[config.mk]
export PLATFORM = sky130hd
export DESIGN_NAME = sobel_window_core
export DESIGN_NICKNAME = d
export VERILOG_FILES = /design/src/rtl/sobel_window_core.sv
export SDC_FILE = /design/constraint.sdc
export NUM_CORES = 1
export LEC_CHECK = 0
export CAP_MARGIN = 20
export CORE_MARGIN = 5
export CORE_UTILIZATION = 40
export CTS_BUF_LIST = sky130_fd_sc_hd__clkbuf_8
export DETAILED_ROUTE_END_ITERATION = 12
export GPL_TIMING_DRIVEN = 1
export PLACE_DENSITY = 0.54
export SKIP_CTS_REPAIR_TIMING = 1
export SYNTH_ARGS = -nofsm -noshare
export SYNTH_HDL_FRONTEND = slang
export SYNTH_SLANG_ARGS = --single-unit
export TNS_END_PERCENT = 50
[constraint.sdc]
create_clock -name clk -period 7.7 [get_ports clk]
set_input_delay 1.54 -clock clk [delete_from_list [all_inputs] [get_ports clk]]
set_output_delay 1.54 -clock clk [all_outputs]
set_load 0.05 [all_outputs]
[src/rtl/sobel_window_core.sv]
// sobel_window_core: 3x3 Sobel gradient magnitude over line-buffer column taps.
// Stage 0 shifts columns into the window and tracks position in the frame,
// stage 1 computes signed Gx/Gy, stage 2 forms |Gx|+|Gy| and saturates.
// Optional macro SOBEL_THRESHOLD_EN adds thresh_i and turns the output into a
// binary edge map (255 where the magnitude reaches the threshold, else 0).
module sobel_window_core #(
    parameter int IMG_WIDTH  = 640,
    parameter int IMG_HEIGHT = 478
) (
    input  logic       clk,
    input  logic       rst,
    input  logic       valid_i,
    input  logic [7:0] data0_i,
    input  logic [7:0] data1_i,
    input  logic [7:0] data2_i,
`ifdef SOBEL_THRESHOLD_EN
    input  logic [7:0] thresh_i,
`endif
    output logic       valid_o,
    output logic [7:0] pixel_o,
    output logic       done_o
);

    localparam int CW = (IMG_WIDTH  > 1) ? $clog2(IMG_WIDTH)  : 1;
    localparam int RW = (IMG_HEIGHT > 1) ? $clog2(IMG_HEIGHT) : 1;

    // win[r][c]: row 0 is the top (oldest) line, column 2 is the newest column
    logic [2:0][2:0][7:0] win;
    logic [2:0][7:0]      taps;
    logic [CW-1:0]        col_cnt;
    logic [RW-1:0]        row_cnt;
    logic                 wv;
    logic                 d0;

    logic [10:0]          gx_c;
    logic [10:0]          gy_c;
    logic signed [10:0]   gx;
    logic signed [10:0]   gy;
    logic                 v1;
    logic                 d1;

    logic [10:0]          abs_x;
    logic [10:0]          abs_y;
    logic [11:0]          mag;
    logic [7:0]           result;

    assign taps = {data2_i, data1_i, data0_i};

    // Stage 0: shift the window on accepted columns and mark complete windows
    always_ff @(posedge clk) begin
        if (rst) begin
            win     <= '0;
            col_cnt <= '0;
            row_cnt <= '0;
            wv      <= 1'b0;
            d0      <= 1'b0;
        end else begin
            wv <= 1'b0;
            d0 <= 1'b0;
            if (valid_i) begin
                for (int r = 0; r < 3; r++) begin
                    win[r][0] <= win[r][1];
                    win[r][1] <= win[r][2];
                    win[r][2] <= taps[r];
                end
                wv <= (col_cnt >= CW'(2));
                d0 <= (col_cnt == CW'(IMG_WIDTH - 1)) && (row_cnt == RW'(IMG_HEIGHT - 1));
                if (col_cnt == CW'(IMG_WIDTH - 1)) begin
                    col_cnt <= '0;
                    if (row_cnt == RW'(IMG_HEIGHT - 1)) begin
                        row_cnt <= '0;
                    end else begin
                        row_cnt <= row_cnt + RW'(1);
                    end
                end else begin
                    col_cnt <= col_cnt + CW'(1);
                end
            end
        end
    end

    // Kernel sums; the difference of two non-negative sums <= 1020 fits 11-bit two's complement
    always_comb begin
        gx_c = ({3'b0, win[0][2]} + {2'b0, win[1][2], 1'b0} + {3'b0, win[2][2]})
             - ({3'b0, win[0][0]} + {2'b0, win[1][0], 1'b0} + {3'b0, win[2][0]});
        gy_c = ({3'b0, win[2][0]} + {2'b0, win[2][1], 1'b0} + {3'b0, win[2][2]})
             - ({3'b0, win[0][0]} + {2'b0, win[0][1], 1'b0} + {3'b0, win[0][2]});
    end

    // Stage 1: register the gradients every cycle alongside the window-valid flag
    always_ff @(posedge clk) begin
        if (rst) begin
            gx <= '0;
            gy <= '0;
            v1 <= 1'b0;
            d1 <= 1'b0;
        end else begin
            gx <= $signed(gx_c);
            gy <= $signed(gy_c);
            v1 <= wv;
            d1 <= d0;
        end
    end

    // Magnitude and output mapping (saturation, or threshold when enabled)
    always_comb begin
        abs_x = gx[10] ? 11'(-gx) : 11'(gx);
        abs_y = gy[10] ? 11'(-gy) : 11'(gy);
        mag   = {1'b0, abs_x} + {1'b0, abs_y};
`ifdef SOBEL_THRESHOLD_EN
        result = (mag >= {4'b0, thresh_i}) ? 8'd255 : 8'd0;
`else
        result = (mag > 12'd255) ? 8'd255 : mag[7:0];
`endif
    end

    // Stage 2: present the pixel; pixel_o holds between valid outputs
    always_ff @(posedge clk) begin
        if (rst) begin
            valid_o <= 1'b0;
            pixel_o <= '0;
            done_o  <= 1'b0;
        end else begin
            valid_o <= v1;
            done_o  <= d1;
            if (v1) begin
                pixel_o <= result;
            end
        end
    end

endmodule

# Yosys cells after proc, flatten, opt, wreduce, memory -nomap -nowiden
# Index checks and enable logic that the tools add are counted.
[word_totals] latch_bits=0 mem_count=0 romBits=0 mem_bits_rw=0 input_bits=27 output_inout_bits=10 register_bits=127 elab_cells=48
[op_classes] addsub=15 multipliers=0 n_bitwise=1 n_lt_le_gt_ge=2 n_shift=0 n_eq_ne=2 muxes=5 n_div=0 reduce_logical=3
[ops] cell="$add 10x8->11" n=4
[ops] cell="$add 8x9->10" n=4
[ops] cell="$mux 11" n=2
[ops] cell="$neg 11->11" n=2
[ops] cell="$sub 11x11->11" n=2
[ops] cell="$add 11x11->12" n=1
[ops] cell="$gt 12x8->1 const B" n=1
[ops] cell="$add 10x1->10 const B" n=1
[ops] cell="$eq 10x10->1 const B" n=1
[ops] cell="$ge 10x2->1 const B" n=1
[ops] cell="$mux 10" n=1
[ops] cell="$add 9x1->9 const B" n=1
[ops] cell="$eq 9x9->1 const B" n=1
[ops] cell="$mux 9" n=1
[ops] cell="$mux 8" n=1
[ops] cell="$reduce_and 2->1" n=1
[ops] cell="$reduce_or 2->1" n=1
[ops] cell="$logic_and 1x1->1" n=1
[ops] cell="$not 1->1" n=1

# Logic depth before layout (Yosys ltp)
# Gate-level depths: netlist (run 1).
[logic_depth] depth_word=5 depth_mapped=14 ltp_nobuf=14

# Worst setup path before layout (run 1)
# OpenSTA, ideal clock, no wires.
[synth_path] path_kind="flip-flop to flip-flop" from="register win[18] (netlist name)" to="register gy[8]" setup_slack_ns=4.106 t_required_ns=7.629 setup_time_ns=0.071 synth_period_minus_slack_ns=3.594 stages_incl_launch_ff=12 arrival_ns=3.523 path_buffers=0 cell_sequence="dfxtp_1 -> inv_1 -> fa_1 -> fa_1 -> fa_1 -> ha_1 -> a21o_1 -> a21oi_1 -> o21ai_0 -> a2111oi_0 -> o21ai_0 -> a21oi_1"
[synth_between] elab_chain_cells=2
[synth_lines] element="start, declared" line_no="28" rtl="logic [2:0][2:0][7:0] win;"
[synth_lines] element="start signal, assigned by index" line_no="62" rtl="win[r][0] <= win[r][1];"
[synth_lines] element="start signal, assigned by index" line_no="63" rtl="win[r][1] <= win[r][2];"
[synth_lines] element="start signal, assigned by index" line_no="64" rtl="win[r][2] <= taps[r];"
[synth_lines] element="$add 10x8->11" line_no="87" rtl="- ({3'b0, win[0][0]} + {2'b0, win[0][1], 1'b0} + {3'b0, win[0][2]});"
[synth_lines] element="$sub 11x11->11" line_no="87"
[synth_lines] element="end signal, assigned" line_no="99" rtl="gy <= $signed(gy_c);"
[synth_lines] element="end, declared" line_no="38" rtl="logic signed [10:0] gy;"
# Every way passes these cells.
# A chain may end at the register's enable or synchronous reset.

# Worst setup path in the final report (run 1)
[layout_path] from="register win[50] (netlist name)" to="register gx[8]"
[layout_between] elab_chain_cells=2
[layout_lines] element="$add 10x8->11" line_no="85" rtl="- ({3'b0, win[0][0]} + {2'b0, win[1][0], 1'b0} + {3'b0, win[2][0]});"
[layout_lines] element="$sub 11x11->11" line_no="85"
[layout_lines] element="end signal, assigned" line_no="98" rtl="gx <= $signed(gx_c);"
[layout_lines] element="end, declared" line_no="37" rtl="logic signed [10:0] gx;"
# Every way passes these cells.

==> run_results.csv, run 1 <==
group,metric,value,unit
global_routing,grt_pass1_wl,23500,µm
placement,dp_hpwl,10200,µm
timing,rsz0062_at_grt,"false",
critical_path,critPathBufInv,1,
critical_path,crit_type,"flip-flop to flip-flop",
critical_path,worst_path_dominant_cell_family,"adder cells",
critical_path,crit_slowest_cell,"a2111oi_0",
global_routing,overflow,0,
run_status,status,"finished clean",
floorplan,start_util,40.6,%
min_path,hold_start,"d1",
placement,gp_congestion,0.813,
timing,slew_headroom,26.8,%
power,ir_drop,0.000189,V
global_routing,track_usage,13.2,%
cts,clk_path_buf_depth,2,
route,first_pass_iters,4,
critical_path,crit_chain,"inv_1, fa_1, fa_1, fa_1, ha_1, a21o_1, a21oi_1, o21ai_0, a2111oi_0, o21ai_0, a21oi_1",
placement,post-place-ws,3.80,ns
final_layout,layout-drive-gt1-share,5.36,%
critical_path,slowest_delay,0.63,ns
logic_synthesis,synth-main-ff-cell,"dfxtp_1",
cts,numCtsBuffers,17,
floorplan,core.rowCount,49,
critical_path,r2r-end,"gx[8]",
logic_synthesis,synth_area,7330,µm²
logic_synthesis,synth-seq-cells,127,
critical_path,startpoint_type,"flip-flop",
critical_path,path_max_fanout,3,
timing,fin_crit_sh,50.5,%
placement,io_buffer_count,36,
cts,clk_pin_slew_worst_paths,0.08,ns
timing,setup-violations-final,0,
route,vias,4850,
timing,max_slew.worst_pin.slew,1.10,ns
floorplan,die_area,21100,µm²
timing,min_period,3.89,ns
floorplan,pin_count,37,
timing,fin_skew,0.0141,ns
logic_synthesis,syn-num-nets,871,
critical_path,end_kind,"flip-flop",
route,viasPerCell,4.79,
min_path,hold_class,"flip-flop to flip-flop",
cts,h-tree-depth,4,
cts,cts_tree,"done",
cts,clk_latency,0.44,ns
logic_synthesis,async_flop_share,0,%
route,ant_nets,0,
timing,worst_hold_slack,0.435,ns
min_path,holdPathEnd,"done_o",
final_layout,fin_nets,902,
power,powerDensity,282,nW/µm²
power,p_leak,3.50,nW
logic_synthesis,synth_warnings,0,
logic_synthesis,netlist-cell-type-count,46,
timing,fin_setup_tns,0,ns
cts,clock_sinks,127,
final_layout,layout-area-overhead-vs-synth,13.6,%
critical_path,crit-reg2reg-launch,"win[50]",
floorplan,die_x,145,µm
timing,hold_viol,0,
floorplan,core,18000,µm²
critical_path,required,8.05,ns
cts,cts_root_buffer,"clkbuf_8",
global_routing,grt_antenna_before_repair,0,
min_path,worstHoldPathCells,1,
global_routing,grt_pass1_vias,5046,
floorplan,die_h,145,µm
logic_synthesis,synth_edf_count,0,
logic_synthesis,synth-seq-area-share,34.7,%
critical_path,worstPathArrival,4.24,ns
final_layout,final_common_cell,"dfxtp_1",
critical_path,r2r_slack,3.81,ns
final_layout,layout_common_cells,"dfxtp_1 (127), nor2_1 (119), inv_1 (84)",
critical_path,worst_path_most_repeated_cell,"fa_1",
run,drv_cap,0,
logic_synthesis,syn_inst,740,
global_routing,grt_max_degree,75,
route,wl,13300,µm
timing,final_max_slew_viol_count,0,
timing,fmax,0.257,GHz
final_layout,antenna_cells,0,
timing,setup_slack,3.81,ns
route,wl_per_cell,13.2,µm
logic_synthesis,synth.avg_cell_area,9.90,µm²
critical_path,r2r_cells,11,
route,drcViolationCount,0,
route,dr.first_iter.drc_count,212,
## layer usage
metal | share of wire, % | vias up | GRT usage [%] | routed length (µm)
met4 | 0.99 | 0 | 3.13 | 132
met1 | 49 | 2302 | 17.9 | 6520
met5 | 0 | - | 0 | 0
met3 | 2.8 | 9 | 3.64 | 370
li1 | - | 2492 | - | -
met2 | 47 | 47 | 21.2 | 6320
## cell type report
| class | instances | area, µm² |
|---|---|---|
| clock inverters | 14 | 189 |
| inverters | 83 | 312 |
| well taps | 229 | 287 |
| multi-input cells | 503 | 4360 |
| flip-flops and latches | 127 | 2540 |
| repair buffers | 39 | 378 |
| clock buffers | 18 | 248 |
| fillers | 1737 | 9710 |
## state kept, by name (all words and copies together), names as in the netlist, 8 cells and up
signal and cells:
win 72, gx 11, gy 11, col_cnt 10
row_cnt 9, pixel_o 8
## report_power, final
part | total [mW] | switching [mW] | internal [mW] | leakage [nW]
Clock | 0.631 | 0.270 | 0.361 | 0.221
Combinational | 0.934 | 0.506 | 0.428 | 2.24
Sequential | 0.784 | 0.0637 | 0.720 | 1.04
Total | 2.35 | 0.839 | 1.51 | 3.50
## cell families (layout without fill, tap and decap cells)
kind of cell    count (synthesis)  in the layout  share of synthesized area, %
simple gates                  210            210                          13.3
flops                         127            127                          34.7
buf+inv                       110            154                          5.72
fa+ha+maj                     104            104                          24.2
mux                            76             76                          10.5
compound gates                 70             70                          6.44
xor+xnor                       43             43                          5.14
## cell usage after synthesis (5+ instances only)
cell	number	share of area (%)
dfxtp_1	127	35
fa_1	63	17
a211oi_1	7	0.72
mux2i_1	73	10
ha_1	41	7.0
nand2_1	15	0.77
nor2b_1	14	1.2
nor3_1	20	1.4
a21oi_1	14	0.96
xor2_1	17	2.0
inv_1	83	4.3
nand4_1	7	0.60
and3_1	8	0.68
clkbuf_1	8	0.41
a21o_1	7	0.72
o31ai_1	5	0.51
o21ai_0	15	1.0
nand2b_1	5	0.43
nor2_1	119	6.1
o21a_1	6	0.61
xnor2_1	26	3.1
or3_1	8	0.68
buf_1	16	0.82
## how the worst max path moves through the flow
stage               endpoint  startpoint  cells past startpoint  slack [ns]
global placement       gx[8]     win[50]                     11        3.89
global route           gx[8]     win[50]                     11        3.57
detailed placement     gy[8]     win[18]                     11        3.80
floorplan              gy[8]     win[18]                     11        4.11
CTS                    gx[8]     win[50]                     11        3.77
finish                 gx[8]     win[50]                     11        3.81
## worst register-to-register path: stages, from the launching register on
cell	delay [ns]
dfxtp_1	0.38
inv_1	0.07
fa_1	0.48
fa_1	0.51
fa_1	0.52
ha_1	0.31
a21o_1	0.18
a21oi_1	0.22
o21ai_0	0.14
a2111oi_0	0.63
o21ai_0	0.19
a21oi_1	0.16
## per-stage QoR
step | utilization [%] | std cells | total power, mW | cell area [µm²]
after floorplan | - | 740 | 1.54 | 7330
after global placement | 43.7 | 981 | 1.72 | 7880
after detailed placement | 43.7 | 981 | 1.74 | 7880
after CTS | 46.2 | 1013 | 2.38 | 8320
after global routing | 46.2 | 1013 | 2.55 | 8320
final | 46.2 | 1013 | 2.35 | 8320
Note: power is estimated with default switching activity, not from simulation.
==> inputs of run 2 (changes only) <==
clock period = 4 ns   (was 7.7 ns; I/O delays follow)
==> run_results.csv, run 2 (synthesis gave the netlist of run 1 again) <==
group,metric,value,unit
final_layout,fin_area,8340,µm²
critical_path,end_kind,"flip-flop",
floorplan,die_x,145,µm
global_routing,grt_pass1_vias,5067,
global_routing,grt_pass1_wl,23800,µm
cts,numCtsBuffers,17,
critical_path,required,4.29,ns
timing,max_slew.worst_pin.slew,0.941,ns
critical_path,cp.depth,12,
floorplan,pin_count,37,
floorplan,die_area,21100,µm²
critical_path,crit_slowest_cell,"fa_1",
timing,rsz0062_at_grt,"true",
critical_path,startpoint,"win[18]",
power,p_sw,1.66,mW
timing,hold_viol,0,
global_routing,grt_antenna_before_repair,0,
cts,clk_pin_slew_worst_paths,0.08,ns
critical_path,crit-reg2reg-launch,"win[18]",
critical_path,critical_path.endpoint,"gy[8]",
critical_path,slowest_delay,0.52,ns
critical_path,path_max_fanout,4,
cts,h-tree-depth,4,
timing,setup-violations-final,0,
route,vias,4884,
timing,fin_skew,0.0116,ns
critical_path,r2r_slack,0.21,ns
power,pwr-share-clk,25.5,%
placement,io_buffer_count,36,
timing,fin_crit_sh,94.9,%
final_layout,fin_nets,905,
placement,gp_congestion,0.850,
final_layout,layout-area-overhead-vs-synth,13.8,%
placement,place_inst,984,
min_path,hold_class,"flip-flop to flip-flop",
timing,fmax,0.264,GHz
final_layout,largest_reg_flops,72,
timing,final_max_slew_viol_count,0,
final_layout,reg_top3,"win x72, gx x11, gy x11",
floorplan,core,18000,µm²
timing,slew_headroom,37.3,%
final_layout,antenna_cells,0,
floorplan,die_h,145,µm
critical_path,startpoint_type,"flip-flop",
cts,clk_latency,0.44,ns
power,switching_share,36.7,%
final_layout,largest-register,"win",
placement,dp_hpwl,10100,µm
floorplan,core.rowCount,49,
route,first_pass_iters,4,
route,viasPerCell,4.81,
run_status,status,"finished clean",
power,combPwrFrac,41.1,%
critical_path,worstPathArrival,4.08,ns
global_routing,overflow,0,
critical_path,worst_path_dominant_cell_family,"adder cells",
cts,cts_tree,"done",
cts,clk_path_buf_depth,2,
placement,placed_area,7910,µm²
power,seq_power_share,33.4,%
route,wl,13500,µm
power,p_int,2.86,mW
critical_path,r2r_cells,12,
timing,min_period,3.79,ns
timing,fin_setup_tns,0,ns
cts,cts_root_buffer,"clkbuf_8",
cts,clock_sinks,127,
power,ir_drop,0.000399,V
critical_path,crit_type,"flip-flop to flip-flop",
final_layout,final_core_util,46.3,%
run,drv_cap,0,
route,dr.first_iter.drc_count,245,
global_routing,grt_max_degree,94,
critical_path,r2r-end,"gy[8]",
final_layout,fin_cells,1016,
final_layout,layout-drive-gt1-share,6.10,%
critical_path,critPathBufInv,2,
floorplan,start_util,40.6,%
timing,worst_hold_slack,0.428,ns
critical_path,worst_path_most_repeated_cell,"fa_1",
route,drcViolationCount,0,
power,powerDensity,542,nW/µm²
power,p_leak,3.50,nW
route,wl_per_cell,13.3,µm
route,ant_nets,0,
final_layout,layout_common_cells,"dfxtp_1 (127), nor2_1 (119), inv_1 (83)",
final_layout,final_common_cell,"dfxtp_1",
critical_path,crit_chain,"inv_1, fa_1, fa_1, fa_1, ha_1, a21o_1, a21oi_1, o21ai_0, a2111oi_1, buf_4, or3_1, a21oi_1",
global_routing,track_usage,13.4,%
run 2: cell types whose count changed in the layout (fill, tap and decap cells not counted), moves of 2 or more:
cell        delta
a2111oi_0      -2
buf_4          +3
bufinv_16      -2
clkbuf_8       +3
clkinv_2       -2
clkinvlp_4     +2
run 2: metrics by stage:
step,total power [mW],setup WS [ns]
after global routing,4.89,-0.0413
after detailed placement,3.36,0.204
after floorplan,2.97,0.406
after CTS,4.55,0.176
after global placement,3.33,0.288
final,4.52,0.205
run 2: area by class of cell:
class	instances	area, µm²
clock inverter	11	130
tap	229	287
inverter	83	312
multi-input combinational	503	4380
timing repair buffer	42	400
sequential	127	2540
clock buffer	21	289
fill	1718	9690
run 2: routing by layer:
layer / routed length, µm / part of all wire [%] / track usage, %
met1: 6620 / 49 / 18.4
met2: 6250 / 46 / 20.9
met3: 471 / 3.5 / 3.83
met4: 142 / 1.1 / 3.68
met5: 0 / 0 / 0
run 2: worst min path at each step:
stage                     from      to  slack [ns]  cells after the start
after floorplan             d0      d1        0.41                      1
after CTS                   wv      v1        0.44                      1
after detailed placement    d1  done_o        0.42                      1
after global routing        wv      v1        0.46                      1
final                       wv      v1        0.43                      1
after global placement      d0      d1        0.42                      1
run 2: power groups by stage:
stage          combinational (mW)  clock [mW]  sequential, mW
6_report                     1.86        1.15            1.51
5_1_grt                      2.11        1.25            1.53
4_1_cts                      1.84        1.20            1.51
3_5_place_dp                 1.82           0            1.54
3_3_place_gp                 1.79           0            1.53
2_1_floorplan                1.46           0            1.50
run 2: worst register-to-register path, stage by stage, from the launching register on:
cell,delay (ns)
dfxtp_1,0.41
inv_1,0.09
fa_1,0.48
fa_1,0.51
fa_1,0.52
ha_1,0.31
a21o_1,0.18
a21oi_1,0.22
o21ai_0,0.14
a2111oi_1,0.45
buf_4,0.19
or3_1,0.10
a21oi_1,0.05
==> inputs of run 3 (changes only) <==
PLACE_DENSITY = 0.56   (was 0.54)
clock period = 3.1 ns   (was 4 ns; I/O delays follow)
==> run_results.csv, run 3 (synthesis gave the netlist of run 1 again) <==
group,metric,value,unit
run_status,status,"finished with violations",
run_status,failed_checks,"setup timing",
floorplan,core,18000,µm²
floorplan,die_area,21100,µm²
final_layout,fin_area,9210,µm²
placement,post-place-ws,-0.448,ns
timing,fin_crit_sh,115,%
timing,min_period,3.56,ns
global_routing,grt_pass1_vias,5513,
timing,final_max_slew_viol_count,0,
timing,setup-violations-final,19,
final_layout,final_core_util,51.1,%
power,switching_share,37.2,%
global_routing,grt_antenna_before_repair,0,
placement,place_inst,1064,
min_path,hold_class,"flip-flop to flip-flop",
cts,clk_latency,0.44,ns
route,ant_nets,0,
power,pwr-share-clk,21.7,%
timing,fmax,0.281,GHz
run,drv_cap,0,
cts,clock_sinks,127,
global_routing,grt_pass1_wl,25000,µm
critical_path,required,3.43,ns
power,ir_drop,0.000809,V
final_layout,largest_reg_flops,72,
route,dr.first_iter.drc_count,104,
placement,io_buffer_count,36,
timing,hold_viol,0,
power,seq_power_share,29.3,%
cts,cts_root_buffer,"clkbuf_8",
floorplan,die_x,145,µm
critical_path,path_max_fanout,2,
final_layout,fin_cells,1099,
placement,gp_congestion,0.798,
floorplan,die_h,145,µm
global_routing,grt_max_degree,78,
cts,cts_tree,"done",
floorplan,core.rowCount,49,
critical_path,worstPathArrival,3.89,ns
final_layout,layout-drive-gt1-share,21.8,%
final_layout,layout_common_cells,"nor2_1 (119), dfxtp_1 (112), buf_4 (89)",
timing,fin_skew,0.0129,ns
timing,setup_slack,-0.463,ns
route,drcViolationCount,0,
cts,clk_path_buf_depth,2,
power,combPwrFrac,49.0,%
final_layout,final_common_cell,"nor2_1",
timing,max_slew.worst_pin.slew,0.557,ns
timing,slew_headroom,62.8,%
route,wl,14400,µm
critical_path,end_kind,"flip-flop",
power,p_sw,2.45,mW
critical_path,startpoint_type,"flip-flop",
placement,placed_area,8600,µm²
route,first_pass_iters,4,
final_layout,reg_top3,"win x72, gx x11, gy x11",
route,viasPerCell,4.69,
power,p_int,4.14,mW
final_layout,fin_nets,988,
route,wl_per_cell,13.1,µm
route,vias,5157,
global_routing,overflow,0,
floorplan,start_util,40.6,%
final_layout,largest-register,"win",
floorplan,pin_count,37,
power,powerDensity,716,nW/µm²
final_layout,layout-area-overhead-vs-synth,25.7,%
placement,dp_hpwl,10900,µm
cts,numCtsBuffers,17,
power,p_leak,3.98,nW
cts,clk_pin_slew_worst_paths,0.08,ns
timing,rsz0062_at_grt,"true",
cts,h-tree-depth,4,
critical_path,crit_type,"flip-flop to flip-flop",
global_routing,track_usage,14.0,%
final_layout,antenna_cells,0,
power,power,6.59,mW
==> run 3: final timing paths <==
kind | start | endpoint | slack [ns] | depth (start not counted)
setup / recovery | win[3] | gy[9] | -0.46 | 11
hold / removal | d0 | d1 | 0.44 | 1
setup reg to reg | win[3] | gy[9] | -0.46 | 11
hold reg to reg | d0 | d1 | 0.44 | 1
==> run 3: power groups by stage <==
| stage | logic (mW) | registers, mW | clock network (mW) |
|---|---|---|---|
| after floorplan | 1.99 | 1.94 | 0 |
| after global placement | 2.87 | 1.96 | 0 |
| after detailed placement | 2.92 | 1.96 | 0 |
| after CTS | 2.95 | 1.93 | 1.48 |
| after global routing | 3.58 | 1.96 | 1.56 |
| final | 3.23 | 1.93 | 1.43 |
==> run 3: stage by stage <==
stage | setup TNS [ns] | hold slack (ns)
2_1_floorplan | -1.72 | 0.414
3_3_place_gp | -4.70 | 0.417
3_5_place_dp | -5.68 | 0.422
4_1_cts | -5.93 | 0.440
5_1_grt | -7.37 | 0.465
6_report | -4.76 | 0.437
==> run 3: routing by layer <==
metal	global-route usage (%)	routed length (µm)
met1	18.5	7000
met2	22.8	6840
met3	3.74	401
met4	3.68	121
met5	0	0
==> run 3: cell type report <==
cell class / instances / area, µm²
sequential: 127 / 2570
fill: 1690 / 8820
multi-input combinational: 503 / 4590
inverter: 83 / 312
clock inverter: 13 / 138
timing repair buffer: 125 / 1050
tap: 229 / 287
clock buffer: 19 / 262
==> run 3: worst max-delay path, cell delays in order (launching register included) <==
cell     delay [ns]
dfxtp_1        0.33
inv_1          0.08
fa_1           0.46
fa_1           0.53
fa_1           0.42
ha_1           0.32
nor2b_4        0.14
o21ai_2        0.17
a21oi_2        0.09
o21a_1         0.20
o41ai_2        0.32
mux2_2         0.39
==> RTL change (flow settings as in run 2) <==
Add an input register stage for `valid_i`, `data0_i`, `data1_i` and `data2_i`, with the module's reset; this delays them by one clock.
--- a/src/rtl/sobel_window_core.sv
+++ b/src/rtl/sobel_window_core.sv
@@ -25,4 +25,23 @@
     localparam int RW = (IMG_HEIGHT > 1) ? $clog2(IMG_HEIGHT) : 1;
 
+    logic valid_q;
+    logic [7:0] data0_q;
+    logic [7:0] data1_q;
+    logic [7:0] data2_q;
+
+    always_ff @(posedge clk) begin
+        if (rst) begin
+            valid_q <= '0;
+            data0_q <= '0;
+            data1_q <= '0;
+            data2_q <= '0;
+        end else begin
+            valid_q <= valid_i;
+            data0_q <= data0_i;
+            data1_q <= data1_i;
+            data2_q <= data2_i;
+        end
+    end
+
     // win[r][c]: row 0 is the top (oldest) line, column 2 is the newest column
     logic [2:0][2:0][7:0] win;
@@ -45,5 +64,5 @@
     logic [7:0]           result;
 
-    assign taps = {data2_i, data1_i, data0_i};
+    assign taps = {data2_q, data1_q, data0_q};
 
     // Stage 0: shift the window on accepted columns and mark complete windows
@@ -58,5 +77,5 @@
             wv <= 1'b0;
             d0 <= 1'b0;
-            if (valid_i) begin
+            if (valid_q) begin
                 for (int r = 0; r < 3; r++) begin
                     win[r][0] <= win[r][1];
Behaviour: not the same (Yosys sat finds a counterexample within 10 cycles, from zero or initial values and one cycle with rst high).
==> RTL change against run 2 <==
- synthesized area rose by 10%
- design area up 8.4%
- clock skew increased by 0.0034 ns
- power down 14%
- wire length up 3.5%
- setup slack improved by 0.16 ns
- sequential cell count up 25
- hold slack improved by 0.013 ns
- global-route usage shrank 0.58 points
- synthesized cell count increased by 7.0%
- largest cell class unchanged
==> RTL change: results (changes against run 2) <==
{| class="wikitable"
! Metric !! Value
|-
| Met2 routed WL || 6.46 mm (was 6.25 mm)
|-
| Count of cell types in the netlist || 48 (was 46)
|-
| Worst supply voltage drop on vdd || 0.000228 V (was 0.000399 V)
|-
| Outcome || finished, final reports clean (unchanged)
|-
| Via count of the first global-routing pass || 5,380 (was 5,067)
|-
| HPWL after DPL || 10.6 mm (was 10.1 mm)
|-
| Global-route wire length before repair || 24.9 mm (was 23.8 mm)
|-
| Port buffer count || 36 (unchanged)
|-
| Start point of the critical path || win[51] (was win[18])
|-
| Critical Path Fanout Max || 3 (was 4)
|-
| Flop2flop setup slack || 0.37 ns (was 0.21 ns)
|-
| Layout cells sized above 1 || 6.12% (was 6.10%)
|-
| Cells after DPL || 1,071 (was 984)
|-
| Final worst clock skew || 0.0151 ns (was 0.0116 ns)
|-
| Leakage power total || 0.00349 uW (was 0.00350 uW)
|-
| Tot GR Track Use || 12.8% (was 13.4%)
|-
| Detailed-routed wire length on met3 || 346 um (was 471 um)
|-
| Routed WL || 14.0 mm (was 13.5 mm)
|-
| Sum of routed wire segments on met1 || 6.98 mm (was 6.62 mm)
|-
| Cell types occupying the most area after synthesis || sky130_fd_sc_hd__dfxtp_1 38%, sky130_fd_sc_hd__fa_1 16%, sky130_fd_sc_hd__mux2i_1 9.1%, sky130_fd_sc_hd__ha_1 6.4%, sky130_fd_sc_hd__nor2_1 5.7% (was sky130_fd_sc_hd__dfxtp_1 35%, sky130_fd_sc_hd__fa_1 17%, sky130_fd_sc_hd__mux2i_1 10%, sky130_fd_sc_hd__ha_1 7.0%, sky130_fd_sc_hd__nor2_1 6.1%)
|-
| Worst reg2reg path endpoint || gx[9] (was gy[8])
|-
| Portion of the post-synthesis area used by sequential elements || 37.8% (was 34.7%)
|-
| Synth Net Count || 923 (was 871)
|-
| Depth of the most critical reg-to-reg path || 10 (was 12)
|-
| Arrival time at the worst endpoint || 3.98 ns (was 4.08 ns)
|-
| Total of fill cells in the finished design || 1,966 (was 1,718)
|-
| Vias after detailed routing || 5,160 (was 4,884)
|-
| Layout Nets || 951 (was 905)
|-
| Routability congestion estimate from global placement || 0.781 (was 0.850)
|-
| Least-Margin Pin Slew || 1.05 ns (was 0.941 ns)
|-
| Starting DRC count in detailed routing || 176 (was 245)
|-
| Cell area after placement || 8660 um2 (was 7910 um2)
|-
| Number of buffers on the longest clock path || 2 (unchanged)
|-
| End point of the critical path || gx[9] (was gy[8])
|-
| Number of standard cells after synthesis || 792 (was 740)
|-
| Synth top cells by count || 152 x sky130_fd_sc_hd__dfxtp_1, 123 x sky130_fd_sc_hd__nor2_1, 80 x sky130_fd_sc_hd__inv_1, 73 x sky130_fd_sc_hd__mux2i_1, 63 x sky130_fd_sc_hd__fa_1 (was 127 x sky130_fd_sc_hd__dfxtp_1, 119 x sky130_fd_sc_hd__nor2_1, 83 x sky130_fd_sc_hd__inv_1, 73 x sky130_fd_sc_hd__mux2i_1, 63 x sky130_fd_sc_hd__fa_1)
|-
| Largest net degree at the start of global routing || 90 (was 94)
|}
==> RTL change: changes by cell type after synthesis, sizes merged, moves of 5 or more <==
cell and change:
a21o -5, dfxtp +25, nand2b +7, or3 -5, nor3 -6, nor2b +27, a211oi +6
==> RTL change: worst max-delay path: cells and delay by family, from the launching register on <==
family / cells / cell delay, ns
AOI/OAI and AO/OA: 3 / 0.69
adders and majority gates: 4 / 1.83
buffers and inverters: 1 / 0.08
DFF: 1 / 0.40
muxes: 1 / 0.38
and+or+nand+nor: 1 / 0.15
==> RTL change: layer usage <==
metal	GRT usage, %	up-vias
li1	-	2647
met1	17.3	2446
met4	4.54	0
met3	2.70	15
met2	20.6	52
met5	0	-
==> RTL change: where the power goes <==
group	internal, uW	switching (uW)
Combinational	514	539
Sequential	1600	98.0
Clock	468	669
Total	2580	1310
==> RTL change: cells by family after synthesis <==
kind of cell,synth area share [%]
simple gates,14.6
flops,37.8
xor+xnor,4.78
mux,9.62
fa+ha+maj,22.0
compound gates,5.85
buf+inv,5.39
==> RTL change: per-stage QoR <==
step,power (uW),utilization (%),setup WS [ns]
3_3_place_gp,2770,43.2,0.450
4_1_cts,3950,45.1,0.341
6_report,3890,45.1,0.369
3_5_place_dp,2790,43.2,0.378
2_1_floorplan,2580,-,0.598
5_1_grt,4180,45.1,0.0634
==> RTL change: worst min path at each step <==
stage	end	slack (ns)
global placement	d1	0.43
finish	v1	0.44
floorplan	d1	0.41
detailed placement	v1	0.42
CTS	v1	0.44
global route	v1	0.46
==> RTL change: layout make-up <==
cell class,instances,area (um2),share of cell area [%]
multi-input cells,530,4580,50.7
flip-flops and latches,152,3050,33.7
repair buffers,39,393,4.34
well taps,270,338,3.74
inverters,80,300,3.32
clock buffers,17,234,2.59
clock inverters,15,148,1.63
